File: src/rtl/ssd_scan_driver.sv
// ssd_scan_driver
// Multiplexed seven-segment driver for NUM_DIGITS common-anode digits.
// A prescaler and a digit counter generate the scan timing. Display data is
// copied into shadow registers once per frame, so a digit never shows a
// half-updated value. The driver also blanks between digits, and supports
// per-digit decimal point, per-digit blanking and leading-zero suppression.
//
// Optional feature: define SSD_DIMMING_EN to add the brightness_i port. This
// enables 16-step PWM dimming of the active window.
//
// Ports
//   clk_i           system clock
//   rst_ni          asynchronous active-low reset
//   en_i            1 = scan, 0 = display dark with counters held at 0
//   digits_i        hex nibble per digit, digit i = [4i+3:4i], digit 0 rightmost
//   dp_i            1 = light decimal point of digit i
//   blank_i         1 = force digit i dark
//   lz_suppress_i   1 = blank leading zeros
//   brightness_i    (SSD_DIMMING_EN only) PWM duty, 15 = full, 0 = 1/16
//   ssd_cathodes_o  active-low {a,b,c,d,e,f,g,dp}
//   anodes_o        active-low digit enables, one-hot-low
//   frame_start_o   1-cycle pulse: snapshot taken, frame begins
module ssd_scan_driver #(
    parameter int NUM_DIGITS   = 8,
    parameter int CLK_DIV      = 100000,
    parameter int BLANK_CYCLES = 16
) (
    input  logic                    clk_i,
    input  logic                    rst_ni,
    input  logic                    en_i,
    input  logic [4*NUM_DIGITS-1:0] digits_i,
    input  logic [NUM_DIGITS-1:0]   dp_i,
    input  logic [NUM_DIGITS-1:0]   blank_i,
    input  logic                    lz_suppress_i,
`ifdef SSD_DIMMING_EN
    input  logic [3:0]              brightness_i,
`endif
    output logic [7:0]              ssd_cathodes_o,
    output logic [NUM_DIGITS-1:0]   anodes_o,
    output logic                    frame_start_o
);

    localparam int PW = (CLK_DIV > 1) ? $clog2(CLK_DIV) : 1;
    localparam int IW = (NUM_DIGITS > 1) ? $clog2(NUM_DIGITS) : 1;
    localparam logic [PW-1:0] P_LAST  = PW'(CLK_DIV - 1);
    localparam logic [PW-1:0] P_BLANK = PW'(BLANK_CYCLES);
    localparam logic [IW-1:0] I_LAST  = IW'(NUM_DIGITS - 1);

    logic [PW-1:0] prescaler_q, prescaler_d;
    logic [IW-1:0] digitIdx_q, digitIdx_d;

    logic [4*NUM_DIGITS-1:0] shadowDigits_q;
    logic [NUM_DIGITS-1:0]   shadowDp_q;
    logic [NUM_DIGITS-1:0]   shadowBlank_q;
    logic                    shadowLz_q;

    logic [NUM_DIGITS-1:0] anodes_q, anodes_d;
    logic [7:0]            cathodes_q, cathodes_d;
    logic                  frameStart_q;

    logic                    snapshotTake;
    logic [4*NUM_DIGITS-1:0] effDigits;
    logic [NUM_DIGITS-1:0]   effDp;
    logic [NUM_DIGITS-1:0]   effBlank;
    logic                    effLz;
    logic [NUM_DIGITS:0]     zeroAbove;
    logic [NUM_DIGITS-1:0]   digitDark;
    logic [3:0]              curNib;
    logic                    pwmOn;

    // Segment patterns for hex 0-F, ordered abcdefg, active-low.
    function automatic logic [6:0] segOf(input logic [3:0] nib);
        case (nib)
            4'h0: segOf = 7'b0000001;
            4'h1: segOf = 7'b1001111;
            4'h2: segOf = 7'b0010010;
            4'h3: segOf = 7'b0000110;
            4'h4: segOf = 7'b1001100;
            4'h5: segOf = 7'b0100100;
            4'h6: segOf = 7'b0100000;
            4'h7: segOf = 7'b0001111;
            4'h8: segOf = 7'b0000000;
            4'h9: segOf = 7'b0000100;
            4'hA: segOf = 7'b0001000;
            4'hB: segOf = 7'b1100000;
            4'hC: segOf = 7'b0110001;
            4'hD: segOf = 7'b1000010;
            4'hE: segOf = 7'b0110000;
            default: segOf = 7'b0111000;
        endcase
    endfunction

    // A frame begins at slot 0, prescaler 0. The shadow copy is taken on that same edge.
    assign snapshotTake = en_i && (prescaler_q == '0) && (digitIdx_q == '0);

    // Prescaler and digit counter. Disabling the scan parks both at zero,
    // so re-enabling always starts a clean frame with a fresh snapshot.
    always_comb begin
        prescaler_d = prescaler_q;
        digitIdx_d  = digitIdx_q;
        if (!en_i) begin
            prescaler_d = '0;
            digitIdx_d  = '0;
        end else if (prescaler_q == P_LAST) begin
            prescaler_d = '0;
            digitIdx_d  = (digitIdx_q == I_LAST) ? '0 : digitIdx_q + 1'b1;
        end else begin
            prescaler_d = prescaler_q + 1'b1;
        end
    end

    // Counter state registers.
    always_ff @(posedge clk_i or negedge rst_ni) begin
        if (!rst_ni) begin
            prescaler_q <= '0;
            digitIdx_q  <= '0;
        end else begin
            prescaler_q <= prescaler_d;
            digitIdx_q  <= digitIdx_d;
        end
    end

    // Shadow copy of the display inputs, refreshed once per frame. Blank
    // resets to all ones, so nothing lights before the first snapshot.
    always_ff @(posedge clk_i or negedge rst_ni) begin
        if (!rst_ni) begin
            shadowDigits_q <= '0;
            shadowDp_q     <= '0;
            shadowBlank_q  <= '1;
            shadowLz_q     <= 1'b0;
        end else if (snapshotTake) begin
            shadowDigits_q <= digits_i;
            shadowDp_q     <= dp_i;
            shadowBlank_q  <= blank_i;
            shadowLz_q     <= lz_suppress_i;
        end
    end

    // On the snapshot cycle itself, the incoming values are used directly.
    // With BLANK_CYCLES = 0, digit 0 therefore already shows the new frame's data.
    assign effDigits = snapshotTake ? digits_i      : shadowDigits_q;
    assign effDp     = snapshotTake ? dp_i          : shadowDp_q;
    assign effBlank  = snapshotTake ? blank_i       : shadowBlank_q;
    assign effLz     = snapshotTake ? lz_suppress_i : shadowLz_q;

    // Leading-zero chain, walking from the leftmost digit down. A lit decimal
    // point counts as content, so it stops suppression at and right of itself.
    always_comb begin
        zeroAbove             = '0;
        digitDark             = '0;
        zeroAbove[NUM_DIGITS] = 1'b1;
        for (int i = NUM_DIGITS - 1; i >= 0; i--) begin
            zeroAbove[i] = zeroAbove[i+1] && (effDigits[4*i +: 4] == 4'h0) && !effDp[i];
            digitDark[i] = effBlank[i] || (effLz && (i != 0) && zeroAbove[i]);
        end
    end

    assign curNib = effDigits[{digitIdx_q, 2'b00} +: 4];

`ifdef SSD_DIMMING_EN
    logic [3:0] shadowBright_q;
    logic [3:0] effBright;
    logic [3:0] pwmCnt_q;

    // Brightness is captured with the rest of the frame data. The PWM
    // counter runs freely and does not depend on the scan position.
    always_ff @(posedge clk_i or negedge rst_ni) begin
        if (!rst_ni) begin
            shadowBright_q <= 4'hF;
            pwmCnt_q       <= 4'h0;
        end else begin
            pwmCnt_q <= pwmCnt_q + 4'h1;
            if (snapshotTake) begin
                shadowBright_q <= brightness_i;
            end
        end
    end

    assign effBright = snapshotTake ? brightness_i : shadowBright_q;
    assign pwmOn     = (pwmCnt_q <= effBright);
`else
    assign pwmOn = 1'b1;
`endif

    // Next-output computation. The first BLANK_CYCLES clocks of each slot
    // stay dark. This gives the previous digit's segments time to discharge
    // before the next anode turns on, which prevents ghosting.
    always_comb begin
        anodes_d   = '1;
        cathodes_d = 8'hFF;
        if (en_i && (prescaler_q >= P_BLANK) && !digitDark[digitIdx_q] && pwmOn) begin
            anodes_d[digitIdx_q] = 1'b0;
            cathodes_d           = {segOf(curNib), ~effDp[digitIdx_q]};
        end
    end

    // Registered pin drivers. They go dark immediately on reset.
    always_ff @(posedge clk_i or negedge rst_ni) begin
        if (!rst_ni) begin
            anodes_q     <= '1;
            cathodes_q   <= 8'hFF;
            frameStart_q <= 1'b0;
        end else begin
            anodes_q     <= anodes_d;
            cathodes_q   <= cathodes_d;
            frameStart_q <= snapshotTake;
        end
    end

    assign anodes_o       = anodes_q;
    assign ssd_cathodes_o = cathodes_q;
    assign frame_start_o  = frameStart_q;

endmodule
File: config.mk
export PLATFORM = sky130hd
export DESIGN_NAME = ssd_scan_driver
export DESIGN_NICKNAME = d
export VERILOG_FILES = /design/src/rtl/ssd_scan_driver.sv
export SDC_FILE = /design/constraint.sdc
export NUM_CORES = 1
export LEC_CHECK = 0
export BUFFER_PORTS_ARGS = -buffer_cell sky130_fd_sc_hd__buf_2
export CORE_ASPECT_RATIO = 1.5
export CORE_MARGIN = 5
export CORE_UTILIZATION = 30
export DETAILED_ROUTE_END_ITERATION = 8
export PLACE_DENSITY_LB_ADDON = 0.3
export RECOVER_POWER = 50
export SYNTH_ARGS = -nofsm -noshare
export SYNTH_HDL_FRONTEND = slang
export SYNTH_SLANG_ARGS = --single-unit
File: constraint.sdc
create_clock -name clk_i -period 7.6 [get_ports clk_i]
set_clock_uncertainty 0.05 [all_clocks]
set_input_delay 0.76 -clock clk_i [delete_from_list [all_inputs] [get_ports clk_i]]
set_output_delay 0.76 -clock clk_i [all_outputs]
set_load 0.005 [all_outputs]
==> summary.txt, run 1 <==
Clock network
  – CTS tree: built
  – Sink Count: 86
  – CTS Hold Bufs: 0
  – Root buffer cell: clkbuf_16
  – TritonCTS Buffers: 9
  – Post-CTS sizing: 0
  – H-tree levels: 3
  – Max Root-Sink Buffers: 2
  – Post-CTS Setup Inserts: 0
  – Worst-path clk slew: 0.06 ns
  – Clk Latency, worst-skew pair: roughly 0.34 ns

Placement
  – PortBufs: just under 70
  – Placer Congestion: 0.9230
  – Dpl hpwl: 9931 um
  – Dpl cells: 714

Timing
  – Unrepaired setup endpoints after global routing: no
  – Tmin final: 4.766 ns
  – Max_slew headroom: -66.32%
  – Hold slack: 0.4196 ns
  – Setup Viol. Count Final: 0
  – Final period util: ~63%
  – Fmax: 0.2098 GHz
  – Slew Limit Fails: slightly below 90
  – Setup tns final: 0 ns
  – Final hold vios: 0
  – Worst-Margin Slew: 2.495 ns

Critical path
  – Worst Path Buf+Inv: 5
  – FF-to-FF Start: digitIdx_q[0]
  – Arr. time, crit path: roughly 5.0 ns
  – CP max stage cell: dfrtp_1
  – CP Data Required Time: 7.81 ns
  – R2r setup slk: around 2.8 ns
  – Crit path max fanout: 53
  – Crit-path cells: clkinv_1, ha_1, nand2_1, nor4_4, nand2_4, clkinv_1, buf_4, nand2_1, nand2_1, a22oi_1, nand4_1, inv_1, ha_1, inv_1, mux2i_1, nor2_1, o21ai_0
  – Crit-path leading delay family: buffers and inverters
  – Crit-path max cell delay: around 0.85 ns
  – Crit. Startpoint: digitIdx_q[0]
  – Kind of critical path: register to register
  – Worst setup EP type: register
  – Crit start category: register
  – Most numerous cell on the critical path: nand2_1

Synthesis
  – Asr flop ratio synth: 100.0%
  – Post-Synthesis Cells: ~460
  – EDFF count, synth: 0
  – Ranking of synthesized cells by area: dfrtp_1 35%, dfstp_2 14%, nand2_1 10%
  – Synth Flop Type: dfrtp_1
  – Post-synth cell types: 60
  – Synthesized Nets: around 530
  – Syn_area_per_cell: 9.647 um^2
  – Sequential area share after synthesis: around 49%
  – Cell Area, Synth: 0.004457 mm^2
  – Area leader, netlist: dfrtp_1
  – Synth top area share: 34.81%
  – #FFs+latches synth: 86
  – Synthesis Warnings: 0

GRT
  – Largest net degree at the start of global routing: 54
  – First-pass GRT wire length: between 20000 and 25000 um
  – Vias in the first global route: a little under 4000
  – Total track usage: ~15%
  – Initial antenna violation count: 0
  – Total congestion overflow: 0

Die
  – Die height: roughly 160 um
  – # rows: 54
  – Die X-Extent: about 110 um
  – Die ar.: around 0.017 mm^2
  – I/O pin count: 69
  – Core ar.: between 0.01 and 0.015 mm^2
  – Starting density of the core: about 31%

Detailed routing
  – DR WL/cell: roughly 18 um
  – Final ANT Viol Nets: 0
  – Total Wirelength: around 13000 um
  – Vias/cell: between 5 and 6
  – First drt pass iteration count: 4
  – Via count: around 3700
  – DRT iter0 DRCs: roughly 180
  – Drt drc: 0

Power and ir drop
  – Leakage: approximately 2.3 nW
  – Total Power: ~1.3 mW
  – Cell Pwr Density: approximately 240 mW/mm^2
  – Worst vdd ir: roughly 0.089 mV

Hold path
  – Min-delay worst type: register to register
  – Beginning of the worst hold path: shadowDp_q[0]

Cells and area
  – Multi-input combinational cell area: about 0.0021 mm^2
  – Share of cells above drive strength 1: approximately 25%
  – Fillers: 1499
  – Area grow syn2layout: 19.09%
  – Register area: around 0.0022 mm^2
  – Layout Cells excl Fill: 730
  – Inserted Diodes: 0
  – Final layout net count: approximately 590

Outcome
  – Failing checks: max-capacitance violations, max-slew violations
  – Status: finished, violations left

Job
  – Max cap viols: 2
[area by class of cell]
| cell class | instances | area share [%] |
|---|---|---|
| Multi-Input combinational cell | 347 | 40.41 |
| Timing Repair Buffer | 70 | 6.506 |
| Clock inverter | 5 | 1.532 |
| Inverter | 15 | 1.061 |
| Clock buffer | 11 | 4.762 |
| Sequential cell | 86 | 41.11 |
| Tap cell | 196 | 4.620 |
[Yosys cell counts (7+ instances only)]
master and number:
ha_1 11, dfstp_2 24, mux2_2 15, nand3_1 21, nor2_1 32, nor3_1 14, clkbuf_1 7, nand2_1 120
inv_1 12, dfrtp_1 62, or4_1 9, nand4_1 11, nor4_1 9, o21ai_0 12
[final timing paths]
kind,to,cells past startpoint
setup / recovery,ssd_cathodes_o[4],17
hold / removal,shadowDp_q[0],2
setup reg to reg,ssd_cathodes_o[4],17
hold reg to reg,shadowDp_q[0],2
max in group asynchronous,shadowDigits_q[27],2
min in group asynchronous,shadowDp_q[1],1
[logic make-up (layout without fill, tap and decap cells)]
kind of cell,count (synthesis),count (layout),share of synthesized area [%]
buffers and inverters,29,101,2.920
AO/OA/AOI/OAI,54,54,8.731
AND/OR/NAND/NOR,244,244,26.78
flip-flops,86,86,48.96
multiplexers,26,26,7.159
XOR/XNOR,12,12,2.358
adder cells (fa/ha/maj),11,11,3.088
[stage by stage]
stage                     setup WS (ns)  cell area (um^2)  utilization, %
after floorplan                   4.510              4457               -
after global placement            2.999              4986           34.17
after detailed placement          2.841              4986           34.17
after CTS                         2.830              5320           36.45
after global routing              2.311              5308           36.37
final                             2.834              5308           36.37
[sequential cells by signal (all words and copies together), names as in the netlist]
| signal | cells |
|---|---|
| shadowDp_q | 8 |
| frame_start_o | 1 |
| shadowLz_q | 1 |
| shadowDigits_q | 32 |
| digitIdx_q | 3 |
| prescaler_q | 17 |
| shadowBlank_q | 8 |
| ssd_cathodes_o | 8 |
| anodes_o | 8 |
[placed cells by master (no fill, tap or decap), types with 4 or more instances in the layout]
cell type	synthesis	final
nand4_1	11	11
clkbuf_1	7	6
inv_1	12	12
nand3_1	21	21
nor2_1	32	32
nor4_1	9	9
nand2_1	120	120
nor3_1	14	14
ha_1	11	11
mux2_2	15	15
dfrtp_1	62	62
o21ai_0	12	12
xnor2_1	6	6
or3_1	4	4
a21oi_1	5	5
dfstp_2	24	24
buf_2	2	63
o2111ai_1	4	4
or4_1	9	9
mux2i_1	6	6
clkbuf_16	0	9
a22oi_1	4	4
and3_1	5	5
xor2_1	6	6
[worst reg2reg max path, cell delays in order (launching register included)]
cell and delay, ns:
dfrtp_1 0.85, clkinv_1 0.48, ha_1 0.33, nand2_1 0.12
nor4_4 0.07, nand2_4 0.50, clkinv_1 0.43, buf_4 0.34
nand2_1 0.11, nand2_1 0.07, a22oi_1 0.19, nand4_1 0.30
inv_1 0.20, ha_1 0.22, inv_1 0.07, mux2i_1 0.12
nor2_1 0.05, o21ai_0 0.18
[power breakdown]
part           switching, mW  internal [mW]  leakage [nW]
combinational          0.136         0.0942          1.12
sequential            0.0415          0.527          1.04
clock                  0.184          0.306         0.162
total                  0.362          0.927          2.32
[layer usage]
metal	share of wire [%]	vias up	track usage, %
met4	5.0	0	8.054
met3	4.2	31	3.043
li1	-	1754	-
met2	54	98	26.96
met1	37	1776	17.15
met5	0	-	0
(Power assumes the default switching activity.)
==> inputs of run 2 (changes only) <==
- ABC_AREA: not set -> 1
- clock period: 7.6 -> 3.9 ns (I/O delays scaled with it)
==> run 2 against run 1 <==
- the flow still finishes with violations (max-capacitance violations, max-slew violations)
- critical path depth rose by 2
- utilization fell by 0.39 points
- wire length fell by 3.0%
- clock-buffer cell count rose by 1
- clock power rose by 87%
- hold slack got worse by 0.19 ns
- synthesized cell count rose by 26%
- non-clock buffer count rose by 4
- largest power group unchanged
==> summary.txt, run 2 <==
Cells and area
  – Layout Cells excl Fill: ~860
  – Max FFs per register: 32
  – Area grow syn2layout: 18.35%
  – Post-layout util: between 30% and 40%
  – Most frequent cells in the layout: 204 x nand2_1, 66 x buf_2, 62 x dfrtp_1
  – Share of cells above drive strength 1: between 20% and 30%
  – Final layout net count: between 700 and 800
  – Most common cell after layout, fill and taps aside: nand2_1
  – Most flop-heavy register: shadowDigits_q
  – Largest regs: shadowDigits_q x32, prescaler_q x17
  – Inserted Diodes: 0

GRT
  – Total congestion overflow: 0
  – Total track usage: about 14%
  – Vias in the first global route: 4074
  – Initial antenna violation count: 0
  – First-pass GRT wire length: between 20000 and 25000 um
  – Largest net degree at the start of global routing: 67

Detailed routing
  – Vias/cell: about 4.6
  – Via count: between 3000 and 4000
  – DRT iter0 DRCs: between 150 and 200
  – Final ANT Viol Nets: 0
  – Drt drc: 0
  – Total Wirelength: 12490 um
  – DR WL/cell: between 10 and 15 um
  – First drt pass iteration count: 5

Power and ir drop
  – Worst vdd ir: 0.2445 mV
  – Cell Pwr Density: around 560 mW/mm^2
  – Leakage: roughly 2.7 nW

Critical path
  – CP Depth: 19
  – CP max stage cell: dfrtp_1
  – Kind of critical path: register to register
  – Crit. Startpoint: digitIdx_q[0]
  – Most numerous cell on the critical path: nand2_1
  – Crit-path leading delay family: simple AND/OR/NAND/NOR gates
  – Reg2reg end: ssd_cathodes_o[5]
  – FF-to-FF Start: digitIdx_q[0]
  – Crit path capture: ssd_cathodes_o[5]
  – Crit-path max cell delay: ~0.48 ns
  – Arr. time, crit path: 3.53 ns
  – Worst setup EP type: register
  – Crit path max fanout: 27
  – R2r setup slk: 0.57 ns
  – Crit start category: register
  – Worst Path Buf+Inv: 4
  – CP Data Required Time: 4.10 ns
  – Crit-path cells: inv_1, ha_1, nand2_1, inv_1, nand2_1, nor2_2, nand3_4, inv_2, nand2_1, and2_1, o21ai_0, nor2_1, nand2_1, inv_1, ha_1, nand2_1, o21ai_0, o21ai_0, nand3_2
  – Worst R2R Path Depth: 19

Clock network
  – Root buffer cell: clkbuf_16
  – TritonCTS Buffers: 9
  – CTS tree: built
  – Post-CTS Setup Inserts: 0
  – Max Root-Sink Buffers: 2
  – H-tree levels: 3
  – Post-CTS sizing: 0
  – CTS Hold Bufs: 0
  – Clk Latency, worst-skew pair: between 0.3 and 0.4 ns
  – Sink Count: 86
  – Worst-path clk slew: 0.06 ns

Hold path
  – Worst hold path depth: 3
  – Min-delay worst type: input port to register

Timing
  – Setup ws final: between 0.5 and 0.6 ns
  – Fmax: 0.3004 GHz
  – Max_slew headroom: -8.710%
  – Final period util: a little under nine tenths
  – Setup Viol. Count Final: 0
  – Tmin final: between 3 and 4 ns
  – Setup tns final: 0 ns
  – Slew Limit Fails: 67
  – Final hold vios: 0
  – Unrepaired setup endpoints after global routing: no
  – Worst-Margin Slew: 1.631 ns

Synthesis
  – EDFF count, synth: 0
  – Synthesis Warnings: 0
  – Post-Synth Adder-Cell Area: between 3 and 4%
  – Ranking of synthesized cells by area: dfrtp_1 34%, nand2_1 17%, dfstp_2 14%
  – Most frequent cell after synthesis: nand2_1
  – Area leader, netlist: dfrtp_1
  – Post-synth cell types: 38
  – Asr flop ratio synth: 100.0%
  – Post-Synth XOR/XNOR Area: 0.3823%
  – Mux cell area share after synthesis: 0%
  – Synthesized Nets: around 650
  – Most instantiated cells after synthesis: 204 x nand2_1, 62 x dfrtp_1, 59 x nor2_1, 57 x inv_1, 38 x nand3_1
  – Largest family of logic cells by synthesized area: simple AND/OR/NAND/NOR gates
  – Simple-gate share of the synthesized area: around 37%
  – #FFs+latches synth: 86
  – Cell Area, Synth: between 0.004 and 0.005 mm^2
  – Synth Flop Type: dfrtp_1
  – Sequential area share after synthesis: 47.62%
  – Post-synthesis compound-gate area fraction: 4.697%
  – Syn_area_per_cell: between 7 and 8 um^2
  – Synth top area share: about 34%
  – Post-Synthesis Cells: 582

Placement
  – Place WS: about 0.59 ns
  – PortBufs: ~70
  – Placer Congestion: between 0.9 and 1
  – Dpl cells: 841
  – Dpl hpwl: slightly below 10000 um

Die
  – I/O pin count: roughly 70
  – Starting density of the core: between 30% and 40%
  – Core ar.: about 0.015 mm^2
  – Die X-Extent: between 100 and 150 um
  – Die height: ~160 um
  – # rows: 55
  – Die ar.: roughly 0.018 mm^2

Job
  – Max cap viols: 1

Outcome
  – Status: finished, violations left
  – Failing checks: max-capacitance violations, max-slew violations
[run 2: layout make-up]
cell class                 instances  area (um^2)
tap                              199        249.0
clock buffer                      12        246.5
timing repair buffer              74        380.4
clock inverter                     4        70.07
sequential                        86         2182
inverter                          60        225.2
multi-input combinational        422         2069
fill                            1527         9648
[run 2: worst reg2reg max path, cell delays in order, from the launching register on]
cell and delay (ns):
dfrtp_1 0.48, inv_1 0.12, ha_1 0.18, nand2_1 0.07
inv_1 0.05, nand2_1 0.05, nor2_2 0.12, nand3_4 0.21
inv_2 0.43, nand2_1 0.11, and2_1 0.18, o21ai_0 0.14
nor2_1 0.08, nand2_1 0.14, inv_1 0.13, ha_1 0.22
nand2_1 0.10, o21ai_0 0.11, o21ai_0 0.15, nand3_2 0.11
[run 2: where the power goes]
group	switching, mW	internal [mW]	leakage (nW)
registers	0.0609	1.12	1.05
clock network	0.338	0.577	0.157
logic	0.638	0.281	1.47
[run 2: per-stage QoR]
step	area [um^2]	hold slack, ns	power [mW]
after CTS	5430	0.1404	3.034
after detailed placement	5114	0.4060	2.107
final	5423	0.2312	3.011
after floorplan	4582	0.04441	1.847
after global routing	5423	0.2370	3.227
after global placement	5114	0.3966	2.084
[run 2: worst min path at each step]
stage	startpoint	to
2_1_floorplan	rst_ni	digitIdx_q[0]
3_3_place_gp	prescaler_q[0]	prescaler_q[0]
3_5_place_dp	prescaler_q[0]	prescaler_q[0]
4_1_cts	rst_ni	shadowDigits_q[5]
5_1_grt	digits_i[1]	shadowDigits_q[1]
6_report	digits_i[1]	shadowDigits_q[1]
[run 2: kinds of logic after synthesis]
family                     Yosys count
AOI/OAI and AO/OA                   40
xor gates and xnor gates             2
adders and majority gates           11
buffers and inverters               74
DFF                                 86
and+or+nand+nor                    369
[run 2: layer usage]
metal	up-vias	share of wire [%]	global-route usage, %
li1	1968	-	-
met1	1816	39	15.88
met3	28	3.4	2.811
met5	-	0	0
met2	92	53	26.49
met4	0	4.0	7.059
==> inputs of run 3 (changes only) <==
- PLACE_DENSITY: not set -> 0.55
- PLACE_DENSITY_LB_ADDON: 0.3 -> not set
==> run 3 against run 2 <==
- critical endpoint is now ssd_cathodes_o[4]
- highest routed layer unchanged
- flip-flop and latch count unchanged
- the flow still finishes with violations (max-capacitance violations, max-slew violations)
- largest power group unchanged
- clock-buffer cell count did not move
- critical path type unchanged
- maximum frequency down 3.4%
==> summary.txt, run 3 (synthesized netlist as in run 2, its figures left out) <==
Clock network
  – Post-CTS Setup Inserts: 0
  – TritonCTS Buffers: 9
  – Worst-path clk slew: 0.06 ns
  – Sink Count: 86
  – Root buffer cell: clkbuf_16
  – CTS tree: built
  – H-tree levels: 3
  – Clk Latency, worst-skew pair: 0.34 ns
  – Max Root-Sink Buffers: 2

Die
  – Die ar.: between 0.015 and 0.02 mm^2
  – Core ar.: approximately 0.015 mm^2
  – # rows: 55
  – Die height: ~160 um
  – Starting density of the core: between 30 and 40%
  – Die X-Extent: 110.9 um
  – I/O pin count: between 60 and 70

Detailed routing
  – DRT iter0 DRCs: between 200 and 250
  – First drt pass iteration count: 5
  – DR WL/cell: 14.24 um
  – Final ANT Viol Nets: 0
  – Total Wirelength: around 12000 um
  – Via count: slightly below 4000
  – Drt drc: 0
  – Vias/cell: roughly 4.6

Cells and area
  – Largest regs: shadowDigits_q x32, prescaler_q x17
  – Most frequent cells in the layout: 204 x nand2_1, 64 x buf_2, 62 x dfrtp_1
  – Inserted Diodes: 0
  – Multi-input combinational cell area: 0.002069 mm^2
  – Share of cells above drive strength 1: 22.07%
  – Max FFs per register: 32
  – Most flop-heavy register: shadowDigits_q
  – Post-layout util: around 36%
  – Most common cell after layout, fill and taps aside: nand2_1
  – Register area: roughly 0.0022 mm^2
  – Fillers: ~1600
  – Final layout net count: just over 700
  – Area grow syn2layout: 18.73%

Power and ir drop
  – Total Power: about 3 mW
  – Cell Pwr Density: 563.4 mW/mm^2
  – Leakage: roughly 2.7 nW
  – Worst vdd ir: between 0.2 and 0.25 mV

Critical path
  – Kind of critical path: register to register
  – Crit-path cells: inv_1, ha_1, nand2_1, inv_1, nand2_1, nor2_2, nand3_4, inv_4, buf_4, nand2_1, nand2_1, nand2_1, nand2_1, nor2_1, nand2_1, inv_1, ha_1, nand2_1, o21ai_0, a21oi_1, nand3_1
  – Arr. time, crit path: ~3.6 ns
  – Most numerous cell on the critical path: nand2_1
  – Reg2reg end: ssd_cathodes_o[4]
  – Crit path max fanout: 24
  – CP Data Required Time: 4.09 ns
  – Crit-path max cell delay: between 0.4 and 0.5 ns
  – Worst setup EP type: register
  – Crit-path leading delay family: simple AND/OR/NAND/NOR gates
  – Crit start category: register
  – Worst R2R Path Depth: 21
  – R2r setup slk: about 0.45 ns
  – CP max stage cell: dfrtp_1
  – Worst Path Buf+Inv: 5
  – FF-to-FF Start: digitIdx_q[0]

Timing
  – Final period util: between 80% and 90%
  – Worst-Margin Slew: 1.634 ns
  – Max_slew headroom: -8.910%
  – Hold slack: 0.2264 ns
  – Fmax: about 0.29 GHz
  – Unrepaired setup endpoints after global routing: no
  – Final hold vios: 0
  – Tmin final: between 3 and 4 ns
  – Setup Viol. Count Final: 0
  – Setup tns final: 0 ns
  – Slew Limit Fails: 68

Outcome
  – Failing checks: max-capacitance violations, max-slew violations
  – Status: finished, violations left

GRT
  – Total track usage: ~14%
  – Total congestion overflow: 0
  – Initial antenna violation count: 0
  – Vias in the first global route: 4002
  – Largest net degree at the start of global routing: 68
  – First-pass GRT wire length: between 20000 and 25000 um

Placement
  – PortBufs: 68
  – Placer Congestion: a little under 0.9
  – Dpl hpwl: around 9600 um

Hold path
  – Worst hold path depth: 3
  – Beginning of the worst hold path: dp_i[2]
  – Min-delay worst type: input port to register
  – WHS Endpoint: shadowDp_q[2]

Job
  – Max cap viols: 1
-- run 3: cell types whose count changed in the layout (fill, tap and decap cells not counted) --
cell / change
bufinv_16: +1
inv_2: -1
clkbuf_1: +2
buf_4: -1
buf_2: -2
clkinv_2: -1
inv_4: +1
-- run 3: final cells by class --
type / count / area share (%)
Sequential cell: 86 / 40.11
Multi-Input combinational cell: 422 / 38.04
Timing Repair Buffer: 73 / 6.808
Tap cell: 199 / 4.577
Clock buffer: 12 / 4.531
Inverter: 60 / 4.186
Clock inverter: 4 / 1.748
-- run 3: worst max path at each step --
stage | from | to | slack, ns | cells past startpoint
detailed placement | digitIdx_q[0] | ssd_cathodes_o[7] | 0.32 | 21
floorplan | digitIdx_q[0] | ssd_cathodes_o[4] | 0.80 | 22
CTS | digitIdx_q[0] | ssd_cathodes_o[4] | 0.29 | 21
global placement | digitIdx_q[0] | ssd_cathodes_o[6] | 0.44 | 21
global route | digitIdx_q[0] | ssd_cathodes_o[4] | 0.02 | 21
finish | digitIdx_q[0] | ssd_cathodes_o[4] | 0.45 | 21
-- run 3: layer usage --
layer,part of all wire [%],up-vias,GRT usage [%]
met5,0,-,0
met4,3.1,0,5.826
met3,3.3,27,2.586
met2,54,78,26.10
met1,39,1869,15.35
li1,-,1974,-
-- run 3: repair_timing --
item | in CTS | in global routing
resized for setup | 0 | 2
endpoints found under the setup margin | 0 | 5
hold buffers | 0 | 0
-- run 3: worst reg2reg max path: cells and delay by family (launching register included) --
family | cells | cell delay, ns
AND/OR/NAND/NOR | 12 | 1.16
AO/OA/AOI/OAI | 2 | 0.25
buffers and inverters | 5 | 0.97
adder cells (fa/ha/maj) | 2 | 0.46
flip-flops | 1 | 0.47
-- run 3: power breakdown --
group	switching, mW	internal [mW]
registers	0.0608	1.12
clock network	0.341	0.643
logic	0.624	0.279
total	1.03	2.04
-- run 3: metrics by stage --
step	area (um^2)	instances	setup WS, ns
final	5440	856	0.4549
after global routing	5440	856	0.01756
after CTS	5448	856	0.2885
after detailed placement	5106	840	0.3186
after global placement	5106	840	0.4428
after floorplan	4582	582	0.7970
